--- src/rtl/pipe_reg_chain_if.sv ---
// pipe_reg_chain_if: one valid/ready stream link.
//   valid  word present (driven by the sender)
//   data   WIDTH-bit word (driven by the sender)
//   ready  receiver accepts the word this cycle (driven by the receiver)
// Modports: master = sender side, slave = receiver side.
interface pipe_reg_chain_if #(
  parameter int WIDTH = 8
);
  logic             valid;
  logic [WIDTH-1:0] data;
  logic             ready;

  modport master (output valid, output data, input ready);
  modport slave  (input valid, input data, output ready);
endinterface

--- src/rtl/pipe_reg_chain.sv ---
// pipe_reg_chain: DEPTH-stage register pipeline with valid/ready on both ends.
// Empty stages pull from the stage behind them even while the output is
// stalled, so bubbles collapse toward the output end.
// Ports:
//   clk    rising-edge clock
//   rst_n  asynchronous active-low reset
//   up     upstream link (slave): valid/data in, ready out
//   dn     downstream link (master): valid/data out, ready in
//   flush  synchronous clear of all valid bits and the count
//   count  number of occupied stages
module pipe_reg_chain #(
  parameter int WIDTH = 8,
  parameter int DEPTH = 4,
  localparam int CW = $clog2(DEPTH + 1)
) (
  input  logic                 clk,
  input  logic                 rst_n,
  pipe_reg_chain_if.slave      up,
  pipe_reg_chain_if.master     dn,
  input  logic                 flush,
  output logic [CW-1:0]        count
);

  logic [DEPTH-1:0] v;
  logic [DEPTH-1:0] adv;
  logic [WIDTH-1:0] d [DEPTH];
  logic             in_xfer;
  logic             out_xfer;

  // A stage may advance when it is empty or the stage ahead advances.
  // The chain is rippled through a scalar so the vector has no self-loop.
  always_comb begin
    logic a;
    adv = '0;
    a = !v[DEPTH-1] | dn.ready;
    adv[DEPTH-1] = a;
    for (int i = DEPTH - 2; i >= 0; i--) begin
      a = !v[i] | a;
      adv[i] = a;
    end
  end

  // in_ready depends only on state, out_ready and flush, never on in_valid.
  assign up.ready = adv[0] & !flush;
  assign in_xfer  = up.valid & up.ready;
  assign out_xfer = v[DEPTH-1] & dn.ready;

  assign dn.valid = v[DEPTH-1];
  assign dn.data  = d[DEPTH-1];

  always_ff @(posedge clk or negedge rst_n) begin
    if (!rst_n) begin
      v     <= '0;
      count <= '0;
      for (int i = 0; i < DEPTH; i++) d[i] <= '0;
    end else if (flush) begin
      // Data registers are left alone; only occupancy is cleared.
      v     <= '0;
      count <= '0;
    end else begin
      if (adv[0]) begin
        v[0] <= in_xfer;
        if (in_xfer) d[0] <= up.data;
      end
      for (int i = 1; i < DEPTH; i++) begin
        if (adv[i]) begin
          v[i] <= v[i-1];
          // Empty incoming stage leaves old data in place so out_data is stable.
          if (v[i-1]) d[i] <= d[i-1];
        end
      end
      count <= count + CW'(in_xfer) - CW'(out_xfer);
    end
  end

endmodule

--- src/flat_wrapper.sv ---
// flat-port wrapper written by rule: the top's interface ports become plain ports
module pipe_reg_chain_flat 
#(
  parameter int WIDTH = 8,
  parameter int DEPTH = 4,
  localparam int CW = $clog2(DEPTH + 1)
)
  (clk, rst_n, flush, count, up_valid, up_data, up_ready, dn_valid, dn_data, dn_ready);
  pipe_reg_chain_if #(.WIDTH(WIDTH)) up_i ();
  pipe_reg_chain_if #(.WIDTH(WIDTH)) dn_i ();
  input  logic clk;
  input  logic rst_n;
  input  logic flush;
  output logic [CW-1:0] count;
  input wire logic [$bits(up_i.valid)-1:0] up_valid;
  input wire logic [$bits(up_i.data)-1:0] up_data;
  output wire logic [$bits(up_i.ready)-1:0] up_ready;
  output wire logic [$bits(dn_i.valid)-1:0] dn_valid;
  output wire logic [$bits(dn_i.data)-1:0] dn_data;
  input wire logic [$bits(dn_i.ready)-1:0] dn_ready;
  assign up_i.valid = up_valid;
  assign up_i.data = up_data;
  assign up_ready = up_i.ready;
  assign dn_valid = dn_i.valid;
  assign dn_data = dn_i.data;
  assign dn_i.ready = dn_ready;
  pipe_reg_chain #(.WIDTH(WIDTH), .DEPTH(DEPTH)) u_core (.clk(clk), .rst_n(rst_n), .up(up_i), .dn(dn_i), .flush(flush), .count(count));
endmodule
--- config.mk ---
export PLATFORM = sky130hd
export DESIGN_NAME = pipe_reg_chain_flat
export DESIGN_NICKNAME = d
export VERILOG_FILES = /design/src/rtl/pipe_reg_chain_if.sv /design/src/rtl/pipe_reg_chain.sv /design/src/flat_wrapper.sv
export SDC_FILE = /design/constraint.sdc
export NUM_CORES = 1
export LEC_CHECK = 0
export CORE_MARGIN = 1
export CORE_UTILIZATION = 45
export CTS_CLUSTER_SIZE = 16
export DETAILED_ROUTE_END_ITERATION = 16
export HOLD_SLACK_MARGIN = 0.08
export PLACE_DENSITY = 0.81
export SLEW_MARGIN = 25
export SYNTH_ARGS = -nofsm -noshare
export SYNTH_HDL_FRONTEND = slang
export SYNTH_SLANG_ARGS = --single-unit
--- constraint.sdc ---
create_clock -name clk -period 1.95 [get_ports clk]
set_clock_uncertainty 0.05 [all_clocks]
set_input_delay 0.2925 -clock clk [delete_from_list [all_inputs] [get_ports clk]]
set_output_delay 0.2925 -clock clk [all_outputs]
set_load 0.01 [all_outputs]
==> metrics.md, run 1 <==
| Metric | Value |
|---|---|
| Area of the core region | 0.003442 mm2 |
| Worst slew margin relative to its limit | 0.6076 |
| Type of the most critical hold path | flip-flop to flip-flop |
| Number of nets at the end of the flow | 155 |
| Horizontal die dimension | 62.68 um |
| Clock latency of the later-clocked register in the worst-skew pair | 290 ps |
| CP Cell Sequence | clkdlybuf4s50_1 > and4b_2 > a21oi_4 > ha_1 > inv_1 > fa_1 > xnor2_1 > nor2_1 |
| Timing-limited maximum frequency | 530.6 MHz |
| Share of synthesized area occupied by flip-flops and latches | 0.5891 |
| Setup-violating endpoint count in the final report | 0 |
| Pin count of the biggest net entering global routing | 28 |
| Required @ worst endpoint | 2080 ps |
| Antenna violations before repair | 0 |
| Netlist cell types | 23 |
| Vias per std cell | 4.726 |
| Wire length of the first global-routing pass | about 4500 um |
| Maximum Capacitance Violations | 0 |
| # clock sinks | 39 |
| Antenna violation net count after detailed routing | 0 |
| Post-synth design cell area | 0.001657 mm2 |
| Count of fill cells added during filler insertion | roughly 270 |
| Number of DRC violations after detailed-routing iteration 0 | 20 |
| Worst setup timing slack at the placement stage | -241.9 ps |
| Type of the worst setup path | input port to flip-flop |
| Static power due to leakage | 0.9360 nW |
| Worst hold slack | 452.5 ps |
| Clock transition at the registers of the reported paths | ~70 ps |
| Buffer type at the clock tree root | sky130_fd_sc_hd__clkbuf_8 |
| Maximum root-to-sink buffer count | 2 |
| Ant. Diodes | 0 |
| IO Count | 26 |
| Gate count after technology mapping | approximately 110 |
| Compound-gate portion of the synthesized area | 0.02039 |
| Total die area | between 0.003 and 0.004 mm2 |
| Number of buffer cells added on primary ports | 25 |
| Setup slack of the critical path after layout | 65.37 ps |
| Count of buffering cells on the critical path with inverters included | 2 |
| Slowest stage delay, CP | ~480 ps |
| Final standard cell area without fillers | 0.002014 mm2 |
| Drt first pass iters | 4 |
| Worst Setup Start Kind | input port |
| Maximum vdd drop | 0.4973 mV |
| Part of the cycle the worst path needs | 0.9665 |
| Minimum period implied by the final worst setup slack | 1885 ps |
| Fraction of synthesized cell area in xor and xnor cells | 0.01057 |
| DRC violations left | 0 |
| Slew at the pin closest to its max-slew limit | 588.7 ps |
| Final Wtd Congestion | 0.7616 |
| Area delta synth->final | 21.60% |
| Combinational family with the most area after synthesis | multiplexers |
| Via Count | 879 |
| Yosys synthesis warning count | 0 |
| Post-Place Cell Area | 0.001921 mm2 |
| Number of clock buffers inserted by TritonCTS | 5 |
| Number of placement rows | 21 |
| Synth Area in Adders | 0.02719 |
| Synthesized net count | 128 |
| CP arrival | between 2000 and 2500 ps |
| Run status | completed |
| Post-Synthesis Mean Instance Area | around 15 um2 |
| Power density of the placed cells | 1061 mW/mm2 |
| Sum Neg Setup Slack | 0 ps |
| TritonCTS clock tree | yes |
| Setup fix buffers added after clock tree synthesis | 0 |
| Post-Synth Simple-Gate Area | 0.05287 |
| Half-perimeter wire length of the detailed placement result | 1901 um |
| Yosys reg bits | 39 |
| Number of global-route vias before repair | 928 |
| Layout cell share with drive strength beyond 1 | 0.3643 |
| Final Hold Vio Count | 0 |
| Cell with the largest stage delay on the worst path | sky130_fd_sc_hd__clkdlybuf4s50_1 |
| Critical path fanouts, max | 5 |
| Deepest level of the CTS H-tree | 2 |
| Max-slew violation total from the final report | 0 |
| Vertical extent of the die | 62.68 um |
| Gr ovfl total | 0 |
| Initial cell density of the core | 0.4813 |
| Total detailed-routing wirelength | 2481 um |
| Overall Global Routing Usage | 0.1531 |
| Family of cells with the greatest summed delay on the critical path | adder cells |
| Setup repair after global routing missed its margin | false |
| CP Capture Type | flip-flop |
| Portion of netlist area occupied by mux cells | 0.2356 |
| Post-detailed-route wirelength per cell | approximately 13 um |
area by class of cell:
class	instances	area, um2	area share
inverters	4	15.01	0.007453
multi-input cells	57	583.1	0.2894
clock inverters	3	15.01	0.007453
well taps	46	57.56	0.02857
flip-flops and latches	39	975.9	0.4845
clock buffers	5	68.82	0.03416
repair buffers	32	299.0	0.1484
path summary, 6_finish.rpt:
| path | to | cells past startpoint | slack [ps] | start |
|---|---|---|---|---|
| min in group asynchronous | u_core.d[14] | 2 | 500 | rst_n |
| worst max register to register | u_core.count[2] | 8 | 120 | u_core.v[3] |
| worst max-delay path | u_core.count[2] | 8 | 70 | dn_ready |
| max in group asynchronous | u_core.d[26] | 3 | 820 | rst_n |
| worst min-delay path | u_core.d[21] | 1 | 450 | u_core.d[29] |
| worst min register to register | u_core.d[21] | 1 | 450 | u_core.d[29] |
through the flow:
step	power, mW	std cells	util
finish	2.137	186	0.5852
global route	2.269	186	0.5852
CTS	2.161	186	0.5852
detailed placement	1.651	177	0.5580
global placement	1.607	177	0.5580
floorplan	1.479	112	-
logic make-up (layout without fill, tap and decap cells):
kind of cell | count (synthesis) | count (layout)
xor+xnor | 2 | 2
fa+ha+maj | 3 | 3
flops | 39 | 39
buf+inv | 16 | 44
mux | 32 | 32
compound gates | 5 | 5
simple gates | 15 | 15
cells in the final DEF (no fill, tap or decap):
cell | synthesis | routed
sky130_fd_sc_hd__dfrtp_1 | 39 | 39
sky130_fd_sc_hd__mux2_2 | 24 | 24
sky130_fd_sc_hd__clkdlybuf4s50_1 | 0 | 23
sky130_fd_sc_hd__nor2_1 | 8 | 8
sky130_fd_sc_hd__mux2_4 | 8 | 8
sky130_fd_sc_hd__buf_4 | 8 | 6
sky130_fd_sc_hd__clkbuf_8 | 0 | 5
sky130_fd_sc_hd__inv_1 | 4 | 4
sky130_fd_sc_hd__a21oi_1 | 3 | 3
sky130_fd_sc_hd__clkinv_2 | 0 | 3
sky130_fd_sc_hd__ha_1 | 2 | 2
sky130_fd_sc_hd__and4b_2 | 0 | 1
sky130_fd_sc_hd__nand2b_1 | 1 | 1
sky130_fd_sc_hd__a21oi_4 | 0 | 1
sky130_fd_sc_hd__nor2b_1 | 1 | 1
sky130_fd_sc_hd__xor2_1 | 1 | 1
sky130_fd_sc_hd__xnor2_1 | 1 | 1
sky130_fd_sc_hd__and2b_1 | 1 | 1
sky130_fd_sc_hd__nor3b_2 | 1 | 1
sky130_fd_sc_hd__a211o_2 | 1 | 1
sky130_fd_sc_hd__or3b_1 | 1 | 1
sky130_fd_sc_hd__and2_1 | 1 | 1
sky130_fd_sc_hd__fa_1 | 1 | 1
sky130_fd_sc_hd__dlygate4sd3_1 | 0 | 1
sky130_fd_sc_hd__buf_2 | 1 | 1
sky130_fd_sc_hd__dlygate4sd2_1 | 0 | 1
worst register-to-register path, delay by kind of cell (launching register included):
family / cells / cell delay, ps
adders and majority gates: 3 / 770
DFF: 1 / 410
and+or+nand+nor: 2 / 230
xor gates and xnor gates: 1 / 160
buffers and inverters: 2 / 110
power breakdown:
part	total (mW)	internal, mW	switching [mW]
Clock	0.510	0.244	0.266
Combinational	0.489	0.336	0.153
Sequential	1.14	1.02	0.117
sequential cells by signal (all words and copies together) (netlist names):
name and flops:
u_core.count 3, u_core.v 4, u_core.dn.data 8, u_core.d 24
cell usage after synthesis:
library cell	number	share of area
sky130_fd_sc_hd__a211o_2	1	0.0060
sky130_fd_sc_hd__a21oi_1	3	0.0091
sky130_fd_sc_hd__a21oi_2	1	0.0053
sky130_fd_sc_hd__and2_1	1	0.0038
sky130_fd_sc_hd__and2b_1	1	0.0045
sky130_fd_sc_hd__and4b_1	1	0.0060
sky130_fd_sc_hd__buf_2	1	0.0030
sky130_fd_sc_hd__buf_4	8	0.036
sky130_fd_sc_hd__buf_6	2	0.014
sky130_fd_sc_hd__clkbuf_1	1	0.0023
sky130_fd_sc_hd__dfrtp_1	39	0.59
sky130_fd_sc_hd__fa_1	1	0.012
sky130_fd_sc_hd__ha_1	2	0.015
sky130_fd_sc_hd__inv_1	4	0.0091
sky130_fd_sc_hd__mux2_2	24	0.16
sky130_fd_sc_hd__mux2_4	8	0.073
sky130_fd_sc_hd__nand2b_1	1	0.0038
sky130_fd_sc_hd__nor2_1	8	0.018
sky130_fd_sc_hd__nor2b_1	1	0.0038
sky130_fd_sc_hd__nor3b_2	1	0.0076
sky130_fd_sc_hd__or3b_1	1	0.0053
sky130_fd_sc_hd__xnor2_1	1	0.0053
sky130_fd_sc_hd__xor2_1	1	0.0053
metal layers:
metal,track usage,up-vias,wire length [um]
li1,-,426,-
met1,0.2019,431,1139
met2,0.2296,17,1205
met3,0.04380,5,92
met4,0.07849,0,43
met5,0,-,0
what timing repair did:
action                                  in CTS  in global routing
hold buffers                                 1                  0
gates resized for setup                      2                  0
endpoints found under the setup margin       1                  0
hold endpoints to repair                    25                  0
Power figures use the tool's default switching activity.
==> run 2: changes to the inputs <==
- CAP_MARGIN: not set -> 30
- GPL_TIMING_DRIVEN: not set -> 0
==> run 2 against run 1 <==
  * Combinational power is 17% higher
  * Final cell count is 4.3% higher
  * Register-to-register slack hardly changed
  * Critical path depth is 1 higher
  * Core utilization is 3.1 points higher
  * Sequential share of layout area is 2.5 points lower
  * Wire length is 2.8% lower
  * Sequential power hardly changed
  * Die area stayed put
  * Non-clock buffer count is 8 higher
  * Via count is 3.4% higher
  * Highest routed layer unchanged
==> metrics.md, run 2 (synthesis results as in run 1) <==
| Metric | Value |
|---|---|
| Run status | completed |
| Total die area | 0.003928 mm2 (unchanged) |
| Half-perimeter wire length of the detailed placement result | 1883 um (-0.93%) |
| DRC violations left | 0 (unchanged) |
| Type of the worst setup path | input port to flip-flop |
| Part of the cycle the worst path needs | 0.9678 (+0.001344) |
| Count of fill cells added during filler insertion | 258 (-3.7%) |
| Capture instance of the worst register-to-register path | u_core.count[2] |
| Commonest non-fill, non-tap cells in the layout | sky130_fd_sc_hd__dfrtp_1 (39), sky130_fd_sc_hd__mux2_2 (24), sky130_fd_sc_hd__clkdlybuf4s50_1 (23) |
| Power density of the placed cells | 1122 mW/mm2 (+5.7%) |
| Reg2reg path depth | 8 (unchanged) |
| Number of global-route vias before repair | 948 (+2.2%) |
| Initial cell density of the core | 0.4813 (unchanged) |
| Vias per std cell | 4.686 (-0.85%) |
| # clock sinks | 39 (unchanged) |
| Slowest stage delay, CP | 480 ps (about the same) |
| Number of placement rows | 21 (unchanged) |
| Dpl cells | 184 (+4.0%) |
| Sum Neg Setup Slack | 0 ps (unchanged) |
| Critical path fanouts, max | 5 (unchanged) |
| Number of buffer cells added on primary ports | 25 (unchanged) |
| Family of cells with the greatest summed delay on the critical path | buffers and inverters |
| Required @ worst endpoint | 2070 ps (about the same) |
| Worst Setup Start Kind | input port |
| Vertical extent of the die | 62.68 um (unchanged) |
| Reg2reg start | u_core.v[3] |
| Wire length of the first global-routing pass | 4360 um (-3.5%) |
| Clock latency of the later-clocked register in the worst-skew pair | 280 ps (about the same) |
| Via Count | 909 (+3.4%) |
| Reg-to-reg setup timing slack | 110 ps (about the same) |
| Slew at the pin closest to its max-slew limit | 594.5 ps (+5.789 ps) |
| Total power of the final layout | 2.380 mW (+11%) |
| Cell with the largest stage delay on the worst path | sky130_fd_sc_hd__clkdlybuf4s50_1 |
| Clock transition at the registers of the reported paths | 70 ps (about the same) |
| Minimum period implied by the final worst setup slack | 1887 ps (+2.621 ps) |
| CP Capture Type | flip-flop |
| Number of nets at the end of the flow | 163 (+5.2%) |
| Setup-violating endpoint count in the final report | 0 (unchanged) |
| CP arrival | 2010 ps (about the same) |
| Pin count of the biggest net entering global routing | 29 (+3.6%) |
| Antenna violations before repair | 0 (unchanged) |
| IO Count | 26 (unchanged) |
| Maximum root-to-sink buffer count | 2 (unchanged) |
| Horizontal die dimension | 62.68 um (unchanged) |
| Max-slew violation total from the final report | 0 (unchanged) |
| Largest reg by FF count | u_core.d |
| Area of the core region | 0.003442 mm2 (unchanged) |
| Layout cell share with drive strength beyond 1 | 0.3919 (+0.02761) |
| Setup repair after global routing missed its margin | true |
| Worst slew margin relative to its limit | 0.6020 (-0.005596) |
| Post-detailed-route wirelength per cell | 12.43 um (-6.8%) |
| Ant. Diodes | 0 (unchanged) |
| Area delta synth->final | 28.10% |
| Static power due to leakage | 0.9956 nW (+6.4%) |
| Count of placed standard cells in the final layout, fillers left out | 194 (+4.3%) |
| Gr ovfl total | 0 (unchanged) |
| Drt first pass iters | 3 (-1) |
| Maximum vdd drop | 0.5136 mV (+3.3%) |
| Number of clock buffers inserted by TritonCTS | 5 (unchanged) |
| Number of DRC violations after detailed-routing iteration 0 | 9 (-55%) |
| Overall Global Routing Usage | 0.1474 (-0.005668) |
| Final Hold Vio Count | 0 (unchanged) |
| Deepest level of the CTS H-tree | 2 (unchanged) |
| Most common library cell in the layout ignoring fill and taps | sky130_fd_sc_hd__dfrtp_1 |
| Timing-limited maximum frequency | 529.9 MHz (-0.14%) |
| Type of the most critical hold path | input port to async pin |
| Final Util | 0.6165 (+0.03126) |
| Maximum Capacitance Violations | 0 (unchanged) |
| Max reg flops | 24 (unchanged) |
| TritonCTS clock tree | yes |
| Total detailed-routing wirelength | 2411 um (-2.8%) |
| CP Cell Sequence | clkdlybuf4s50_1 > and4b_1 > buf_6 > a21oi_4 > ha_1 > inv_1 > fa_1 > xnor2_1 > nor2_1 |
| Count of buffering cells on the critical path with inverters included | 3 (+1) |
| Buffer type at the clock tree root | sky130_fd_sc_hd__clkbuf_8 |
| Antenna violation net count after detailed routing | 0 (unchanged) |
| Final Wtd Congestion | 0.7308 (-4.0%) |
run 2: worst register-to-register path, delay by kind of cell, from the launching register on:
family / cells / cell delay, ps
DFF: 1 / 400
xor gates and xnor gates: 1 / 140
and+or+nand+nor: 2 / 240
adders and majority gates: 3 / 790
buffers and inverters: 2 / 110
run 2: layer usage:
metal / global-route usage / wire length, um / share of wire / vias to the layer above
li1: - / - / - / 441
met1: 0.1808 / 1061 / 0.44 / 447
met2: 0.2459 / 1254 / 0.52 / 17
met3: 0.03832 / 76 / 0.032 / 4
met4: 0.06105 / 19 / 0.0079 / 0
met5: 0 / 0 / 0 / -
run 2: timing repair:
item                                    4_1_cts  5_1_grt
pin swaps                                     1        1
hold buffers                                  1        0
resized for setup                             1        2
buffers inserted                              1        0
hold endpoints to repair                     11        0
endpoints found under the setup margin        3        2
run 2: worst max path at each step:
stage / startpoint / to / slack, ps / cells after the start
after detailed placement: dn_ready / u_core.count[2] / -510 / 9
final: dn_ready / u_core.count[2] / 60 / 9
after CTS: dn_ready / u_core.count[2] / 20 / 9
after global placement: dn_ready / u_core.count[2] / -450 / 9
after global routing: dn_ready / u_core.count[2] / -10 / 9
after floorplan: u_core.v[3] / u_core.count[2] / 10 / 8
run 2: final cells by class:
type | instances | area [um2] | area share
Multi-Input combinational cell | 57 | 581.8 | 0.2742
Tap cell | 46 | 57.56 | 0.02712
Clock buffer | 6 | 82.58 | 0.03892
Sequential cell | 39 | 975.9 | 0.4599
Clock inverter | 2 | 35.03 | 0.01651
Buffer | 12 | 92.59 | 0.04363
Timing Repair Buffer | 28 | 281.5 | 0.1327
Inverter | 4 | 15.01 | 0.007075
run 2: stage by stage:
step                setup WS, ps  hold WS (ps)  cell area (um2)
finish                     62.75         371.9             2122
global route              -10.57         394.0             2122
CTS                        17.94         374.9             2121
detailed placement        -509.6         139.0             1987
global placement          -446.3         434.1             1972
floorplan                  13.53        -53.09             1664
run 2: power by group:
| group | internal (mW) | switching, mW | total [mW] |
|---|---|---|---|
| registers | 1.02 | 0.117 | 1.14 |
| logic | 0.408 | 0.164 | 0.571 |
| clock network | 0.414 | 0.258 | 0.672 |
